[src/rtl/vga_sync_gen.sv]
// vga_sync_gen: 640x480@60 raster timing, pixel tick, counters and
// registered VGA pins.
//
// Ports:
//   clk, reset      system clock, synchronous active-high reset
//   rgb_in[2:0]     colour for the current HCount/VCount
//   HCount, VCount  10-bit raster position
//   pixel_tick      one-clk pulse every CLK_DIV clks
//   video_on        visible-area flag, aligned with the counts
//   frame_start     one-clk pulse after the counts wrap to (0,0)
//   vga_hsync/vsync active-low syncs, one pixel behind the counts
//   vga_rgb[2:0]    blanked colour, one pixel behind the counts
module vga_sync_gen #(
  parameter int CLK_DIV = 2,
  parameter int H_VIS   = 640,
  parameter int H_FP    = 16,
  parameter int H_SYNC  = 96,
  parameter int H_BP    = 48,
  parameter int V_VIS   = 480,
  parameter int V_FP    = 10,
  parameter int V_SYNC  = 2,
  parameter int V_BP    = 33
) (
  input  logic       clk,
  input  logic       reset,
  input  logic [2:0] rgb_in,
  output logic [9:0] HCount,
  output logic [9:0] VCount,
  output logic       pixel_tick,
  output logic       video_on,
  output logic       frame_start,
  output logic       vga_hsync,
  output logic       vga_vsync,
  output logic [2:0] vga_rgb
);

  localparam int H_TOT = H_VIS + H_FP + H_SYNC + H_BP;
  localparam int V_TOT = V_VIS + V_FP + V_SYNC + V_BP;

  localparam logic [9:0] H_LAST = 10'(H_TOT - 1);
  localparam logic [9:0] V_LAST = 10'(V_TOT - 1);
  localparam logic [9:0] H_VEND = 10'(H_VIS);
  localparam logic [9:0] V_VEND = 10'(V_VIS);
  localparam logic [9:0] HS_BEG = 10'(H_VIS + H_FP);
  localparam logic [9:0] HS_END = 10'(H_VIS + H_FP + H_SYNC - 1);
  localparam logic [9:0] VS_BEG = 10'(V_VIS + V_FP);
  localparam logic [9:0] VS_END = 10'(V_VIS + V_FP + V_SYNC - 1);

  localparam int DW = (CLK_DIV > 1) ? $clog2(CLK_DIV) : 1;
  localparam logic [DW-1:0] DIV_LAST = DW'(CLK_DIV - 1);

  logic [DW-1:0] div_cnt;
  logic [9:0]    h_nxt;
  logic [9:0]    v_nxt;
  logic          wrap;
  logic          hsync_pre;
  logic          vsync_pre;

  always_comb begin
    h_nxt = HCount;
    v_nxt = VCount;
    wrap  = 1'b0;
    if (pixel_tick) begin
      if (HCount == H_LAST) begin
        h_nxt = '0;
        if (VCount == V_LAST) begin
          v_nxt = '0;
          wrap  = 1'b1;
        end else begin
          v_nxt = VCount + 10'd1;
        end
      end else begin
        h_nxt = HCount + 10'd1;
      end
    end
  end

  // Decodes look at the next-state counts so that, being registered,
  // they line up with HCount/VCount in the same clk.
  always_ff @(posedge clk) begin
    if (reset) begin
      div_cnt     <= '0;
      pixel_tick  <= 1'b0;
      HCount      <= '0;
      VCount      <= '0;
      video_on    <= 1'b1;
      hsync_pre   <= 1'b1;
      vsync_pre   <= 1'b1;
      frame_start <= 1'b0;
      vga_hsync   <= 1'b1;
      vga_vsync   <= 1'b1;
      vga_rgb     <= '0;
    end else begin
      div_cnt     <= (div_cnt == DIV_LAST) ? '0 : div_cnt + 1'b1;
      pixel_tick  <= (div_cnt == DIV_LAST);
      HCount      <= h_nxt;
      VCount      <= v_nxt;
      video_on    <= (h_nxt < H_VEND) && (v_nxt < V_VEND);
      hsync_pre   <= !((h_nxt >= HS_BEG) && (h_nxt <= HS_END));
      vsync_pre   <= !((v_nxt >= VS_BEG) && (v_nxt <= VS_END));
      frame_start <= wrap;
      // Pins sample the decodes of the pixel being left, so they
      // trail the counts by exactly one pixel and stay aligned.
      if (pixel_tick) begin
        vga_rgb   <= video_on ? rgb_in : 3'b000;
        vga_hsync <= hsync_pre;
        vga_vsync <= vsync_pre;
      end
    end
  end

endmodule

[config.mk]
export PLATFORM = sky130hd
export DESIGN_NAME = vga_sync_gen
export DESIGN_NICKNAME = d
export VERILOG_FILES = /design/src/rtl/vga_sync_gen.sv
export SDC_FILE = /design/constraint.sdc
export NUM_CORES = 1
export LEC_CHECK = 0
export ABC_AREA = 1
export BUFFER_PORTS_ARGS = -buffer_cell sky130_fd_sc_hd__buf_2
export CAP_MARGIN = 25
export CORE_UTILIZATION = 49
export CTS_CLUSTER_SIZE = 30
export DETAILED_ROUTE_END_ITERATION = 7
export MAX_ROUTING_LAYER = met4
export PLACE_DENSITY = 0.72
export SLEW_MARGIN = 25
export SYNTH_ARGS = -nofsm -noshare
export SYNTH_HDL_FRONTEND = slang
export SYNTH_SLANG_ARGS = --single-unit
[constraint.sdc]
create_clock -name clk -period 1.5 [get_ports clk]
set_input_delay 0.15 -clock clk [delete_from_list [all_inputs] [get_ports clk]]
set_output_delay 0.15 -clock clk [all_outputs]
set_load 0.01 [all_outputs]
Yosys cells after proc, flatten, opt, wreduce, memory -nomap -nowiden
Index checks and enable logic that the tools add are counted.
W data, S select, Z words.
{"block": "totals", "out_inout_bits": 28, "word_cells": 38, "register_bits": 31}
{"block": "classes", "add_sub_neg": 3, "reduce_logical": 7, "magnitude_cmp": 6, "n_eq_ne": 2, "n_bitwise": 2, "n_mux": 7}
{"cell": "$mux W10", "n": 5}
{"cell": "$add A10 B1 Y10 const B", "n": 2}
{"cell": "$eq A10 B10 Y1 const B", "n": 2}
{"cell": "$ge A10 B10 Y1 const B", "n": 1}
{"cell": "$ge A10 B9 Y1 const B", "n": 1}
{"cell": "$le A10 B10 Y1 const B", "n": 1}
{"cell": "$le A10 B9 Y1 const B", "n": 1}
{"cell": "$lt A10 B10 Y1 const B", "n": 1}
{"cell": "$lt A10 B9 Y1 const B", "n": 1}
{"cell": "$logic_and A1 B1 Y1", "n": 3}
{"cell": "$mux W3", "n": 1}
{"cell": "$reduce_or A3 Y1", "n": 1}
{"cell": "$logic_not A1 Y1", "n": 2}
{"cell": "$not A1 Y1", "n": 2}
{"cell": "$reduce_or A2 Y1", "n": 1}
{"cell": "$add A1 B1 Y1 const B", "n": 1}
{"cell": "$mux W1", "n": 1}

Logic depth before layout (Yosys ltp)
{"block": "depth", "ltp_word": 7, "ltp_mapped": 12, "depth_no_buf": 12}

Least setup slack after synthesis
OpenSTA, ideal clock, no wires.
{"block": "synth_path", "path_kind": "register to register", "startpoint": "register HCount[0]", "endpoint": "register vsync_pre", "path_slack_ns": -0.185, "arrival_time_ns": 1.564, "path_stages_with_launch": 11, "n_path_buf": 0, "setup_time_ns": 0.121, "path_cell_list": "dfxtp_1 ha_1 nand3_2 inv_2 nand2_4 nor2_8 nand3_1 xor2_1 nand3_1 nor2_1 nand3_1"}
{"block": "synth_via", "elab_chain_cells": 6}
{"element": "start, declared", "line_no": "27", "rtl": "output logic [9:0] HCount,"}
{"element": "start signal, assigned", "line_no": "96", "rtl": "HCount <= h_nxt;"}
{"element": "$eq A10 B10 Y1 (*)", "line_no": "64", "rtl": "if (HCount == H_LAST) begin"}
{"element": "$mux W10 (*)", "line_no": "64"}
{"element": "$mux W10 (*)", "line_no": "63", "rtl": "if (pixel_tick) begin"}
{"element": "$ge A10 B9 Y1 or $le A10 B9 Y1 (tied branches)", "line_no": "100", "rtl": "vsync_pre <= !((v_nxt >= VS_BEG) && (v_nxt <= VS_END));"}
{"element": "$logic_and A1 B1 Y1 (*)", "line_no": "100"}
{"element": "$logic_not A1 Y1 (*)", "line_no": "100"}
{"element": "end signal, assigned", "line_no": "100"}
{"element": "end, declared", "line_no": "57", "rtl": "logic vsync_pre;"}
Mark *: on every way between the ends. The rest lies on a longest branch, timed or not.
A chain may end at the register's enable or synchronous reset.

Worst setup path in the final report
Ends and elaborated chain as after synthesis.

==> results.py <==
metrics = {
    "run_status": {
        "status": "complete, but fails checks",
        "violations": "negative setup slack",
    },
    "synth": {
        "yosysWarnings": 0,
        "syn-num-nets": 251,
        "ys_ff_latch": 31,
        "synth.distinct_cells": 30,
        "netlist_instances": 243,
        "avgSynthCellArea_sq_um": 6.95,
        "synth_area_sq_um": 1690,
        "seq_area_frac_synth": 0.368,
    },
    "critical_path": {
        "critical_path_class": "flip-flop to flip-flop",
        "worstPathRequired_ps": 1740,
        "cp_slowest_cell": "dfxtp_4",
        "cp_top_family": "simple AND/OR/NAND/NOR gates",
        "path_buf_inv": 1,
        "cp_data_arrival_time_ps": 1870,
        "max_stage_delay_ps": 370,
        "start_kind": "flip-flop",
        "cp_max_fo": 8,
        "crit_path_end_kind": "flip-flop",
        "path_cells": "ha_4 > nand3_4 > inv_4 > nand2_4 > nor2_8 > nand3_4 > xor2_2 > nand3_1 > nor2_1 > nand3_1",
    },
    "clocking": {
        "clk_latency_ps": 350,
        "clock-sinks": 31,
        "clock-root-buffer": "clkbuf_4",
        "clk_pin_slew_worst_paths_ps": 100,
        "cts_tree": "built",
        "cts_inserted_buffers": 5,
        "cts_max_path_buffers": 2,
        "htree_levels": 2,
    },
    "route": {
        "drc": 0,
        "via_count": 1899,
        "wl_per_cell_microns": 13.1,
        "viasPerCell": 5.12,
        "drt_pass1_iterations": 4,
        "ant_nets": 0,
        "routed_wl_mm": 4.85,
        "drt-initial-drc-count": 119,
    },
    "sta": {
        "drv_slew": 0,
        "hold_slack_ps": 57.1,
        "finalCritPeriodShare": 1.09,
        "setup_violations": 8,
        "fin_ws_ps": -133,
        "slew_headroom": 0.673,
        "max_freq_mhz": 612,
        "skew_ps": 10.4,
        "hold_viol_final": 0,
        "fin_crit_ps": 1630,
        "worstMarginPinSlew_ps": 487,
        "rsz0062_at_grt": "true",
    },
    "global_route": {
        "antenna_found_initial": 0,
        "grt_pass1_vias": 1600,
        "gr-usage-met3": 0.0640,
        "grtUsageMet2": 0.414,
        "grt_most_used_layer": "met2",
        "grt_max_degree": 24,
        "grt_overflow": 0,
        "use_met1": 0.371,
        "grt_first_pass_wirelength_mm": 7.15,
        "grt_util_all_layers": 0.278,
    },
    "die": {
        "dieHeight_microns": 60.7,
        "fp-row-count": 20,
        "coreArea_sq_um": 3150,
        "start_util": 0.535,
        "pin_count": 33,
        "dieWidth_microns": 60.7,
        "dieArea_sq_um": 3680,
    },
    "placement": {
        "gp_congestion": 0.924,
        "dp_cells": 358,
        "place_area_sq_um": 2240,
        "dp_hpwl_mm": 3.29,
        "port_buffers": 32,
    },
    "power": {
        "power_density_nw_per_um2": 630,
        "p_leak_nw": 1.24,
        "irDropWorstVdd_uv": 633,
    },
    "layout": {
        "num-nets-final": 334,
        "fillCellCount": 243,
        "design_area_sq_um": 2480,
        "finalNonFillerCells": 371,
        "syn_to_final_growth_pct": 46.7,
        "layout-drive-gt1-share": 0.413,
        "diodes": 0,
    },
    "job": {
        "maxCapViolations": 0,
    },
    "hold_path": {
        "hold_path.class": "input pin to flip-flop",
    },
}
-- sequential cells by signal (all words and copies together), names as in the netlist --
register,cells
frame_start,1
div_cnt,1
vga_hsync,1
vga_vsync,1
video_on,1
vsync_pre,1
VCount,10
hsync_pre,1
pixel_tick,1
vga_rgb,3
HCount,10
-- worst paths after layout --
kind                            slack, ps  cells past startpoint    endpoint       from
worst max-delay path                 -130                     10   vsync_pre  HCount[0]
worst min-delay path                   60                      3  vga_rgb[1]  rgb_in[1]
worst max register to register       -130                     10   vsync_pre  HCount[0]
worst min register to register        420                      1     div_cnt    div_cnt
-- per-layer routing --
| layer | wire [microns] | vias up | part of all wire |
|---|---|---|---|
| met2 | 2350 | 66 | 0.48 |
| met1 | 2100 | 871 | 0.43 |
| li1 | - | 949 | - |
| met4 | 116 | 0 | 0.024 |
| met3 | 285 | 13 | 0.059 |
| met5 | 0 | - | 0 |
-- worst reg2reg max path: stages, from the launching register on --
cell	delay [ps]
dfxtp_4	370
ha_4	160
nand3_4	90
inv_4	70
nand2_4	60
nor2_8	210
nand3_4	100
xor2_2	150
nand3_1	100
nor2_1	140
nand3_1	70
-- final cells by class --
class | instances | area (sq um) | area share
Sequential cell | 31 | 634 | 0.256
Inverter | 35 | 144 | 0.0581
Timing Repair Buffer | 81 | 539 | 0.218
Tap cell | 44 | 55.1 | 0.0222
Clock inverter | 1 | 5.00 | 0.00202
Multi-Input combinational cell | 172 | 1020 | 0.413
Clock buffer | 7 | 76.3 | 0.0308
-- per-stage QoR --
stage                     setup WS, ps  setup TNS (ps)  utilization  power (mW)
after global routing              -243           -1460        0.785        1.61
after floorplan                  -14.7           -14.7            -       0.901
final                             -133            -569        0.785        1.56
after CTS                        -97.9            -323        0.742        1.56
after global placement           -94.8            -326        0.710       0.939
after detailed placement          -112            -515        0.710       0.941
-- cell usage after synthesis, drive strengths merged --
library cell / count / share of area
inv: 34 / 0.076
o21ai: 1 / 0.0030
ha: 3 / 0.022
xor2: 3 / 0.016
and2: 1 / 0.0037
nand3: 32 / 0.11
nor2: 43 / 0.12
a21oi: 10 / 0.030
nand4: 10 / 0.037
a211oi: 2 / 0.0089
o21bai: 1 / 0.0044
nand3b: 2 / 0.016
nor3: 6 / 0.021
or2: 1 / 0.0037
buf: 3 / 0.0082
nand2: 56 / 0.14
a21o: 1 / 0.0044
clkinv: 1 / 0.0052
dfxtp: 31 / 0.37
clkbuf: 2 / 0.0044
-- cells in the final DEF, fill, tap and decap left out, types with 4 or more instances in the layout --
cell	count
nor2_4	4
dfxtp_1	26
inv_1	30
clkbuf_4	5
buf_4	46
nand4_1	10
nor3_1	4
nand3_4	4
nand2_1	50
nand3_1	25
nor2_1	30
nand2_2	4
a21oi_1	7
nor2_2	8
buf_2	32
-- power breakdown --
part / switching (mW) / internal [mW] / leakage, nW / total [mW]
logic: 0.0498 / 0.0336 / 0.938 / 0.0834
clock network: 0.309 / 0.327 / 0.0464 / 0.636
registers: 0.00973 / 0.832 / 0.254 / 0.841
total: 0.368 / 1.19 / 1.24 / 1.56
-- cell families after synthesis --
group / count (synthesis) / synth area share
adders and majority gates: 3 / 0.0222
AOI/OAI and AO/OA: 15 / 0.0504
DFF: 31 / 0.368
and+or+nand+nor: 151 / 0.451
buffers and inverters: 40 / 0.0934
xor gates and xnor gates: 3 / 0.0156
-- repair_timing --
action,in CTS,in global routing
resized for setup,3,29
hold buffers,0,0
buffers inserted,2,3
endpoints found under the setup margin,8,14
pin swaps,2,15
hold endpoints to repair,0,0
(Power assumes the default switching activity.)
